==> src/rtl/demux_1to2_pkg.sv <==
// Shared definitions for the 2:1 operand mux and the 1:2 stream demux.
// The select polarity and the default data width are defined here so both blocks agree.
package demux_1to2_pkg;

    localparam int DEMUX_N = 32;

    localparam logic SEL_X = 1'b0;
    localparam logic SEL_Y = 1'b1;

    typedef enum logic {
        CH_X = SEL_X,
        CH_Y = SEL_Y
    } demux_chan_e;

    function automatic demux_chan_e sel_to_chan(input logic sel);
        return (sel == SEL_Y) ? CH_Y : CH_X;
    endfunction

endpackage

==> src/rtl/demux_1to2_if.sv <==
// Stream-side bundle of demux_1to2: one select-tagged input stream and two valid/ready outputs.
// The slave modport is the demux view and the master modport is the producer/consumer view.
interface demux_1to2_if #(
    parameter int N = 32
);
    logic [N-1:0] in_data;
    logic         in_sel;
    logic         in_valid;
    logic         in_ready;

    logic [N-1:0] x_data;
    logic         x_valid;
    logic         x_ready;

    logic [N-1:0] y_data;
    logic         y_valid;
    logic         y_ready;

    modport slave (
        input  in_data, in_sel, in_valid, x_ready, y_ready,
        output in_ready, x_data, x_valid, y_data, y_valid
    );

    modport master (
        output in_data, in_sel, in_valid, x_ready, y_ready,
        input  in_ready, x_data, x_valid, y_data, y_valid
    );
endinterface

==> src/rtl/demux_out_slot.sv <==
// One-entry output register of a demux channel: data plus valid flag with valid/ready drain.
// A load that coincides with a drain replaces the word without a bubble.
module demux_out_slot
    import demux_1to2_pkg::*;
#(
    parameter int N = DEMUX_N
) (
    input  logic         clk,
    input  logic         rst,
    input  logic         load,
    input  logic [N-1:0] load_data,
    input  logic         out_ready,
    output logic         can_load,
    output logic [N-1:0] out_data,
    output logic         out_valid
);

    logic [N-1:0] data_p0;
    logic         vld_p0;

    // Free slot or a word leaving this cycle: either way the register may be written.
    assign can_load  = !vld_p0 || out_ready;
    assign out_data  = data_p0;
    assign out_valid = vld_p0;

    always_ff @(posedge clk) begin
        if (rst) begin
            vld_p0  <= 1'b0;
            data_p0 <= '0;
        end else if (load) begin
            vld_p0  <= 1'b1;
            data_p0 <= load_data;
        end else if (vld_p0 && out_ready) begin
            vld_p0  <= 1'b0;
        end
    end

endmodule

==> src/rtl/demux_1to2.sv <==
// Registered 1-to-2 stream demultiplexer: in_sel=0 steers to channel X, in_sel=1 to channel Y.
// Define DEMUX_COUNT_EN to add the per-channel accepted-word counters x_count/y_count.
module demux_1to2
    import demux_1to2_pkg::*;
#(
    parameter int N     = DEMUX_N,
    parameter int CNT_W = 16
) (
    input  logic             clk,
    input  logic             rst,
    demux_1to2_if.slave      bus
`ifdef DEMUX_COUNT_EN
    ,
    output logic [CNT_W-1:0] x_count,
    output logic [CNT_W-1:0] y_count
`endif
);

    logic x_can_load;
    logic y_can_load;
    logic sel_y;
    logic accept;
    logic x_load;
    logic y_load;

    assign sel_y = (sel_to_chan(bus.in_sel) == CH_Y);

    // in_ready depends combinationally on the selected consumer's ready; held low during reset.
    assign bus.in_ready = !rst && (sel_y ? y_can_load : x_can_load);
    assign accept       = bus.in_valid && bus.in_ready;
    assign x_load       = accept && !sel_y;
    assign y_load       = accept &&  sel_y;

    demux_out_slot #(.N(N)) u_slot_x (
        .clk       (clk),
        .rst       (rst),
        .load      (x_load),
        .load_data (bus.in_data),
        .out_ready (bus.x_ready),
        .can_load  (x_can_load),
        .out_data  (bus.x_data),
        .out_valid (bus.x_valid)
    );

    demux_out_slot #(.N(N)) u_slot_y (
        .clk       (clk),
        .rst       (rst),
        .load      (y_load),
        .load_data (bus.in_data),
        .out_ready (bus.y_ready),
        .can_load  (y_can_load),
        .out_data  (bus.y_data),
        .out_valid (bus.y_valid)
    );

`ifdef DEMUX_COUNT_EN
    function automatic logic [CNT_W-1:0] cnt_inc(input logic [CNT_W-1:0] c);
        return c + CNT_W'(1);
    endfunction

    // Counters wrap naturally from all-ones back to zero.
    always_ff @(posedge clk) begin
        if (rst) begin
            x_count <= '0;
            y_count <= '0;
        end else begin
            if (x_load) x_count <= cnt_inc(x_count);
            if (y_load) y_count <= cnt_inc(y_count);
        end
    end
`endif

endmodule

==> src/flat_wrapper.sv <==
// flat-port wrapper written by rule: the top's interface ports become plain ports
module demux_1to2_flat import demux_1to2_pkg::*;
#(
    parameter int N     = DEMUX_N,
    parameter int CNT_W = 16
)
  (clk, rst, bus_in_data, bus_in_sel, bus_in_valid, bus_x_ready, bus_y_ready, bus_in_ready, bus_x_data, bus_x_valid, bus_y_data, bus_y_valid);
  demux_1to2_if #(.N(N)) bus_i ();
  input  logic clk;
  input  logic rst;
  input wire logic [$bits(bus_i.in_data)-1:0] bus_in_data;
  input wire logic [$bits(bus_i.in_sel)-1:0] bus_in_sel;
  input wire logic [$bits(bus_i.in_valid)-1:0] bus_in_valid;
  input wire logic [$bits(bus_i.x_ready)-1:0] bus_x_ready;
  input wire logic [$bits(bus_i.y_ready)-1:0] bus_y_ready;
  output wire logic [$bits(bus_i.in_ready)-1:0] bus_in_ready;
  output wire logic [$bits(bus_i.x_data)-1:0] bus_x_data;
  output wire logic [$bits(bus_i.x_valid)-1:0] bus_x_valid;
  output wire logic [$bits(bus_i.y_data)-1:0] bus_y_data;
  output wire logic [$bits(bus_i.y_valid)-1:0] bus_y_valid;
  assign bus_i.in_data = bus_in_data;
  assign bus_i.in_sel = bus_in_sel;
  assign bus_i.in_valid = bus_in_valid;
  assign bus_i.x_ready = bus_x_ready;
  assign bus_i.y_ready = bus_y_ready;
  assign bus_in_ready = bus_i.in_ready;
  assign bus_x_data = bus_i.x_data;
  assign bus_x_valid = bus_i.x_valid;
  assign bus_y_data = bus_i.y_data;
  assign bus_y_valid = bus_i.y_valid;
  demux_1to2 #(.N(N), .CNT_W(CNT_W)) u_core (.clk(clk), .rst(rst), .bus(bus_i));
endmodule
==> config.mk <==
export PLATFORM = sky130hd
export DESIGN_NAME = demux_1to2_flat
export DESIGN_NICKNAME = d
export VERILOG_FILES = /design/src/rtl/demux_1to2_pkg.sv /design/src/rtl/demux_1to2_if.sv /design/src/rtl/demux_out_slot.sv /design/src/rtl/demux_1to2.sv /design/src/flat_wrapper.sv
export SDC_FILE = /design/constraint.sdc
export NUM_CORES = 1
export LEC_CHECK = 0
export ABC_AREA = 1
export CAP_MARGIN = 20
export CORE_MARGIN = 2
export CORE_UTILIZATION = 48
export CTS_BUF_LIST = sky130_fd_sc_hd__clkbuf_8
export DETAILED_ROUTE_END_ITERATION = 12
export PLACE_DENSITY = 0.88
export SLEW_MARGIN = 20
export SYNTH_ARGS = -nofsm -noshare
export SYNTH_HDL_FRONTEND = slang
export SYNTH_SLANG_ARGS = --single-unit
==> constraint.sdc <==
create_clock -name clk -period 4.6 [get_ports clk]
set_input_delay 1.38 -clock clk [delete_from_list [all_inputs] [get_ports clk]]
set_output_delay 1.38 -clock clk [all_outputs]
set_load 0.01 [all_outputs]
## Word level (Yosys, flattened, before mapping)

Cells that the tools add are included.

| word-level totals | value |
|---|---|
| output and inout bits | 67 |
| register bits after elaboration | 66 |

| cells by class | value |
|---|---|
| reduce and logical (&&, ||, !) cells | 14 |
| multiplexer cells | 6 |

Operators with widths:

| cell | count |
|---|---|
| logical AND 1 bit | 6 |
| 2-to-1 mux 1 bit | 6 |
| logical NOT 1 bit | 4 |
| nonzero test 2 bit | 2 |
| logical OR 1 bit | 2 |

## Depth between registers and ports, before layout

Gate-level depths: netlist of run 1.

| logic depth | value |
|---|---|
| depth after elaboration | 7 |
| mapped depth | 8 |

## Cells and area by module

From an unflattened synthesis of run 1, not the netlist that was laid out.

| unflattened totals | value |
|---|---|
| cells, all modules | 295 |
| area total of the unflattened synthesis | 2346.0 µm² |

By module, submodules not included:

| module | area each (µm²) | times used | cells each |
|---|---|---|---|
| demux_out_slot | 1152.4 | 2 | 143 |
| demux_1to2 | 41.3 | 1 | 9 |

## Worst setup path after synthesis of run 1

OpenSTA, ideal clock, no wires.

| path | value |
|---|---|
| kind | input to output |
| start point | input rst |
| end point | output bus_in_ready |
| cell stages on the path | 5 |
| setup slack | 1.172 ns |
| buffers on the path | 2 |
| required time | 3.220 ns |
| arrival | 2.048 ns |
| cell sequence | buf_2 > inv_2 > nand2_1 > nor2_2 > buf_2 |

| between the ends | value |
|---|---|
| cells in the longest elaborated chain, start to end | 2 |

Ends and longest elaborated chain:

| element | RTL line | source |
|---|---|---|
| start, declared | flat_wrapper.sv:10 | `input logic rst;` |
| logical NOT 1 bit | demux_1to2.sv:29 | `assign bus.in_ready = !rst && (sel_y ? y_can_load : x_can_load);` |
| logical AND 1 bit | demux_1to2.sv:29 |  |
| end, declared | flat_wrapper.sv:16 | `output wire logic [$bits(bus_i.in_ready)-1:0] bus_in_ready;` |

No other way between the ends.

## Final worst setup path of run 1

| path | value |
|---|---|
| start point | input bus_in_sel |
| end point | output bus_in_ready |

| between the ends | value |
|---|---|
| cells in the longest elaborated chain, start to end | 3 |

Ends and longest elaborated chain:

| element | RTL line | source |
|---|---|---|
| start, declared | flat_wrapper.sv:12 | `input wire logic [$bits(bus_i.in_sel)-1:0] bus_in_sel;` |
| 2-to-1 mux 1 bit | demux_1to2_pkg.sv:16 | `return (sel == SEL_Y) ? CH_Y : CH_X;` |
| 2-to-1 mux 1 bit | demux_1to2.sv:29 |  |
| logical AND 1 bit | demux_1to2.sv:29 |  |

No other way between the ends.

==> results.sh, run 1 <==
export IMPL_cts_setup_buffers=0
export IMPL_hold_viol_final=0
export IMPL_avgRoutedWirePerCell_um=13.46
export IMPL_die_h_um=77.95
export IMPL_holdPathEnd="u_core.u_slot_x.out_data[21]"
export IMPL_rr_worst_depth=5
export IMPL_power_leakage_nw=1.658
export IMPL_min_delay_start="u_core.u_slot_x.out_data[21]"
export IMPL_synth_nets=405
export IMPL_grt_remaining_overflow=0
export IMPL_max_clock_path_buffers=2
export IMPL_cp_max_fo=5
export IMPL_synth_area_leaders="dfxtp_1 50%, nor2_1 19%, nand4_1 8.1%, a21oi_1 6.3%, inv_1 5.0%"
export IMPL_fin_nets=499
export IMPL_ys_warn_count=0
export IMPL_grt_pass1_vias=2595
export IMPL_crit_type="input pin to output port"
export IMPL_setup_tns_ns=0
export IMPL_worstSkewPairLatency_ns=0.34
export IMPL_dr_pass1_iters=5
export IMPL_drt_iter0_drc=156
export IMPL_crit_arrival_ns=2.80
export IMPL_grtUsageTotal_pct=24.42
export IMPL_multi_input_area_um2=1028
export IMPL_syn_avg_cell_area_um2=7.153
export IMPL_cpPeakStageDelay_ns=0.57
export IMPL_startpoint="bus_in_sel"
export IMPL_grt_pass1_wl_um=11840
export IMPL_dieArea_um2=6076
export IMPL_core_um2=5205
export IMPL_ys_async_sr_fraction_pct=0
export IMPL_rr_startpoint="u_core.u_slot_y.out_valid"
export IMPL_r2r_end="u_core.u_slot_x.out_data[19]"
export IMPL_cts_sinks=66
export IMPL_cp_common_cell="clkdlybuf4s50_1"
export IMPL_synth_most_common_cell="nor2_1"
export IMPL_clkSlewWorstSetupHoldPaths_ns=0.06
export IMPL_nFillCells=435
export IMPL_finalPower_w=0.001223
export IMPL_synth_edff_count=0
export IMPL_fin_crit_sh_pct=90.95
export IMPL_viasPerCell=5.009
export IMPL_row_count=26
export IMPL_crit_slowest_cell="clkdlybuf4s50_1"
export IMPL_worstSetupEndpointType="output port"
export IMPL_io_pins=105
export IMPL_synth_cell_types=14
export IMPL_synth_area_um2=2625
export IMPL_ir_drop_v=0.0002216
export IMPL_antenna_found_initial=0
export IMPL_synth_ff_latch_count=66
export IMPL_grt_max_degree=46
export IMPL_maxSlewHeadroom_pct=47.04
export IMPL_seq_area_frac_synth_pct=50.33
export IMPL_crit_chain="clkdlybuf4s50_1 > nand3_1 > nand2_1 > nor2_2 > clkdlybuf4s50_1"
export IMPL_required_ns=3.22
export IMPL_cts_hold_buf=0
export IMPL_final_antenna_net_count=0
export IMPL_holdPathStages=2
export IMPL_place_gp_congestion=0.7527
export IMPL_setup_viol=0
export IMPL_vias=2680
export IMPL_io_buffers=104
export IMPL_holdCritPathClass="flip-flop to flip-flop"
export IMPL_wl_um=7203
export IMPL_timing_max_cap_violations=0
export IMPL_status="completed"
export IMPL_syn_to_final_growth_pct=46.00
export IMPL_rsz0062_at_grt="no"
export IMPL_yosys_top_cells_count="131 x nor2_1, 66 x dfxtp_1, 35 x inv_1, 35 x nand2_1, 34 x nand4_1"
export IMPL_max_freq_ghz=0.2390
export IMPL_cts_root_buffer="clkbuf_8"
export IMPL_ys_dominant_reg_cell="dfxtp_1"
export IMPL_cts_made_buffers=9
export IMPL_drive_gt1_share_pct=5.161
export IMPL_regArea_um2=1321
export IMPL_finClkSkew_ns=0.004095
export IMPL_finish_utilization_pct=73.63
export IMPL_remaining_drc_errors=0
export IMPL_yosysTopAreaCellShare_pct=50.33
export IMPL_startpoint_type="input pin"
export IMPL_synth_largest_area_cell="dfxtp_1"
export IMPL_diodes=0
export IMPL_dp_hpwl_um=4751
export IMPL_worst_pin_slew_ns=0.7925
export IMPL_die_w_um=77.95
export IMPL_period_needed_ns=4.184
export IMPL_cts_tree="yes"
export IMPL_start_util_pct=50.43
export IMPL_rrSetupSlack_ns=3.07
export IMPL_crit_buf_inv=2
export IMPL_cts_resized=0
export IMPL_netlist_instances=367
export IMPL_path_delay_family="buffers and inverters"
export IMPL_slew_violations=0
export IMPL_power_per_cell_area_nw_per_um2=319.1
export IMPL_cts_htree_levels=3
worst min-delay path: stages (launching register included):
cell and delay (ns):
dfxtp_1 0.32, nor2_1 0.05, nor2_1 0.08
flip-flops by register name (all words and copies together), names as in the netlist:
| signal | cells |
|---|---|
| u_core.u_slot_x.out_data | 32 |
| u_core.u_slot_x.out_valid | 1 |
| u_core.u_slot_y.out_data | 32 |
| u_core.u_slot_y.out_valid | 1 |
power breakdown:
part | switching (W) | internal (W)
Clock | 0.000207 | 0.000217
Sequential | 0.0000134 | 0.000596
Combinational | 0.0000940 | 0.0000951
cells in the final DEF (no fill, tap or decap):
| cell type | n |
|---|---|
| a21oi_1 | 33 |
| buf_4 | 6 |
| clkbuf_8 | 11 |
| clkdlybuf4s50_1 | 104 |
| clkinv_2 | 3 |
| dfxtp_1 | 66 |
| inv_1 | 36 |
| inv_2 | 2 |
| nand2_1 | 35 |
| nand3_1 | 2 |
| nand4_1 | 34 |
| nor2_1 | 131 |
| nor2_2 | 1 |
| nor2_4 | 1 |
area by class of cell:
cell class / instances / area share [%]
clock buffers: 11 / 3.950
well taps: 70 / 2.285
inverters: 37 / 3.624
clock inverters: 4 / 0.4897
repair buffers: 110 / 28.34
flip-flops and latches: 66 / 34.48
multi-input cells: 237 / 26.84
logic make-up (layout without fill, tap and decap cells):
kind of cell | Yosys count | after routing | share of synthesized area, %
flip-flops | 66 | 66 | 50.33
AO/OA/AOI/OAI | 33 | 33 | 6.292
buffers and inverters | 64 | 162 | 10.49
AND/OR/NAND/NOR | 204 | 204 | 32.89
how the worst max path moves through the flow:
stage / to / cells after the start
final: bus_in_ready / 5
after CTS: bus_in_ready / 5
after global placement: bus_in_ready / 5
after detailed placement: bus_in_ready / 5
after global routing: bus_in_ready / 5
after floorplan: bus_in_ready / 5
through the flow:
| step | std cells | area [µm²] | hold WS [ns] | setup WS (ns) |
|---|---|---|---|---|
| after detailed placement | 520 | 3662 | 0.4726 | 0.4057 |
| after CTS | 535 | 3832 | 0.4854 | 0.3986 |
| after global routing | 535 | 3832 | 0.5095 | 0.2918 |
| final | 535 | 3832 | 0.4837 | 0.4163 |
| after global placement | 520 | 3662 | 0.4622 | 0.4204 |
| after floorplan | 367 | 2625 | 0.5080 | 1.172 |
layer usage:
metal / track usage, % / vias to the layer above / part of all wire (%)
li1: - / 1339 / -
met1: 27.83 / 1214 / 40
met2: 43.19 / 116 / 50
met3: 6.744 / 11 / 8.5
met4: 9.474 / 0 / 1.3
met5: 0 / - / 0
No activity file was read; power rests on OpenSTA's default activity.
==> run 2: changes to the inputs <==
- SKIP_LAST_GASP: unset -> 1
==> results of run 2 <==
No change in the layout: final DEF, timing and power equal those of run 1.
==> run 3: changes to the inputs <==
- CELL_PAD_IN_SITES_DETAIL_PLACEMENT: unset -> 1
- CELL_PAD_IN_SITES_GLOBAL_PLACEMENT: unset -> 1
- CORE_UTILIZATION: 48 -> 33
- HOLD_SLACK_MARGIN: unset -> 0.1
- PLACE_DENSITY: 0.88 -> unset
- PLACE_DENSITY_LB_ADDON: unset -> 0.1
==> run 3 against run 2 <==
Against the previous run: sequential power barely moved; count of clock-buffer cells in the layout fell by 1; worst hold slack got worse by 0.0026 ns; sequential share of layout area is 0.55 points lower; clock power is 10% higher; die area grew 43%; register-to-register slack got worse by 0.02 ns; maximum frequency decreased by 0.67%; critical endpoint unchanged.
==> results.sh, run 3 (synthesized netlist as in run 1, its figures left out) <==
export IMPL_crit_type="input pin to output port"
export IMPL_fin_nets=500
export IMPL_power_leakage_nw=1.671
export IMPL_max_clock_path_buffers=2
export IMPL_grtUsageTotal_pct=18.58
export IMPL_maxSlewHeadroom_pct=45.66
export IMPL_die_h_um=93.19
export IMPL_worstSetupEndpointType="output port"
export IMPL_cp_common_cell="clkdlybuf4s50_1"
export IMPL_cts_hold_buf=0
export IMPL_slew_violations=0
export IMPL_worstSkewPairLatency_ns=0.33
export IMPL_finish_utilization_pct=50.40
export IMPL_drt_iter0_drc=76
export IMPL_hold_viol_final=0
export IMPL_path_delay_family="buffers and inverters"
export IMPL_max_freq_ghz=0.2374
export IMPL_grt_max_degree=36
export IMPL_rsz0062_at_grt="no"
export IMPL_drive_gt1_share_pct=5.150
export IMPL_vias=2708
export IMPL_row_count=32
export IMPL_cpPeakStageDelay_ns=0.58
export IMPL_finalPower_w=0.001268
export IMPL_rr_worst_depth=5
export IMPL_grt_pass1_vias=2669
export IMPL_crit_arrival_ns=2.83
export IMPL_final_cells=568
export IMPL_crit_chain="clkdlybuf4s50_1 > nand3_1 > nand2_1 > nor2_2 > clkdlybuf4s50_1"
export IMPL_io_pins=105
export IMPL_fin_crit_sh_pct=91.57
export IMPL_placed_area_um2=3710
export IMPL_avgRoutedWirePerCell_um=13.79
export IMPL_finClkSkew_ns=0.005040
export IMPL_cts_tree="yes"
export IMPL_cts_htree_levels=3
export IMPL_nFillCells=955
export IMPL_required_ns=3.22
export IMPL_min_delay_start="u_core.u_slot_x.out_data[1]"
export IMPL_place_gp_congestion=0.7174
export IMPL_rrSetupSlack_ns=3.05
export IMPL_grt_pass1_wl_um=12700
export IMPL_ir_drop_v=0.0001245
export IMPL_core_um2=7727
export IMPL_period_needed_ns=4.212
export IMPL_start_util_pct=33.97
export IMPL_cts_setup_buffers=0
export IMPL_cts_sinks=66
export IMPL_remaining_drc_errors=0
export IMPL_startpoint_type="input pin"
export IMPL_die_w_um=93.19
export IMPL_worst_pin_slew_ns=0.8131
export IMPL_r2r_end="u_core.u_slot_x.out_data[26]"
export IMPL_dieArea_um2=8684
export IMPL_wl_um=7834
export IMPL_cp_max_fo=5
export IMPL_cts_made_buffers=9
export IMPL_timing_max_cap_violations=0
export IMPL_viasPerCell=4.768
export IMPL_grt_remaining_overflow=0
export IMPL_cts_root_buffer="clkbuf_8"
export IMPL_holdCritPathClass="flip-flop to flip-flop"
export IMPL_power_per_cell_area_nw_per_um2=325.4
export IMPL_finalInstanceArea_um2=3895
export IMPL_clkSlewWorstSetupHoldPaths_ns=0.07
export IMPL_syn_to_final_growth_pct=48.38
export IMPL_final_antenna_net_count=0
export IMPL_dp_hpwl_um=5112
export IMPL_startpoint="bus_in_sel"
export IMPL_dr_pass1_iters=4
export IMPL_setup_tns_ns=0
export IMPL_io_buffers=104
export IMPL_crit_cells=5
export IMPL_cp_endpoint="bus_in_ready"
export IMPL_rr_startpoint="u_core.u_slot_y.out_valid"
export IMPL_antenna_found_initial=0
export IMPL_placed_cells=553
export IMPL_final_common_cell="nor2_1"
export IMPL_layout_common_cells="131 x nor2_1, 104 x clkdlybuf4s50_1, 66 x dfxtp_1"
export IMPL_status="completed"
export IMPL_crit_slowest_cell="clkdlybuf4s50_1"
export IMPL_setup_viol=0
export IMPL_diodes=0
export IMPL_crit_buf_inv=2
export IMPL_cts_resized=0
-- run 3: cell types whose count changed in the layout (fill, tap and decap cells not counted) --
cell | before | now
buf_4 | 6 | 7
bufinv_16 | 0 | 1
clkbuf_8 | 11 | 10
clkinv_2 | 3 | 2
inv_1 | 36 | 37
-- run 3: final cells by class --
cell class | count | area (µm²) | share of cell area, %
flip-flops and latches | 66 | 1321 | 33.92
repair buffers | 111 | 1094 | 28.08
multi-input cells | 237 | 1028 | 26.41
inverters | 37 | 138.9 | 3.566
clock buffers | 10 | 137.6 | 3.534
well taps | 102 | 127.6 | 3.277
clock inverters | 5 | 47.55 | 1.221
-- run 3: routing by layer --
metal | routed length, µm | GRT usage (%) | vias up
met5 | 0 | 0 | -
met4 | 58 | 6.985 | 0
met3 | 490 | 6.044 | 5
met2 | 3883 | 31.58 | 71
met1 | 3401 | 21.80 | 1295
li1 | - | - | 1337
-- run 3: worst min path at each step --
stage / endpoint / slack, ns / depth (start not counted)
finish: u_core.u_slot_x.out_data[1] / 0.48 / 2
global route: u_core.u_slot_x.out_data[17] / 0.50 / 2
CTS: u_core.u_slot_x.out_data[8] / 0.49 / 2
detailed placement: u_core.u_slot_x.out_data[8] / 0.47 / 2
global placement: u_core.u_slot_x.out_data[1] / 0.46 / 2
floorplan: u_core.u_slot_x.out_data[0] / 0.51 / 2
-- run 3: per-stage QoR --
step,hold WS (ns),setup WS (ns)
2_1_floorplan,0.5080,1.172
3_3_place_gp,0.4622,0.3770
3_5_place_dp,0.4731,0.3725
4_1_cts,0.4883,0.3631
5_1_grt,0.5026,0.2865
6_report,0.4811,0.3879
-- run 3: power by group --
| part | switching [W] | internal [W] |
|---|---|---|
| logic | 0.0000961 | 0.0000957 |
| clock network | 0.000211 | 0.000257 |
| registers | 0.0000127 | 0.000596 |
| total | 0.000319 | 0.000948 |
-- run 3: worst min-delay path, cell delays in order (launching register included) --
cell and delay (ns):
dfxtp_1 0.33, nor2_1 0.05, nor2_1 0.08
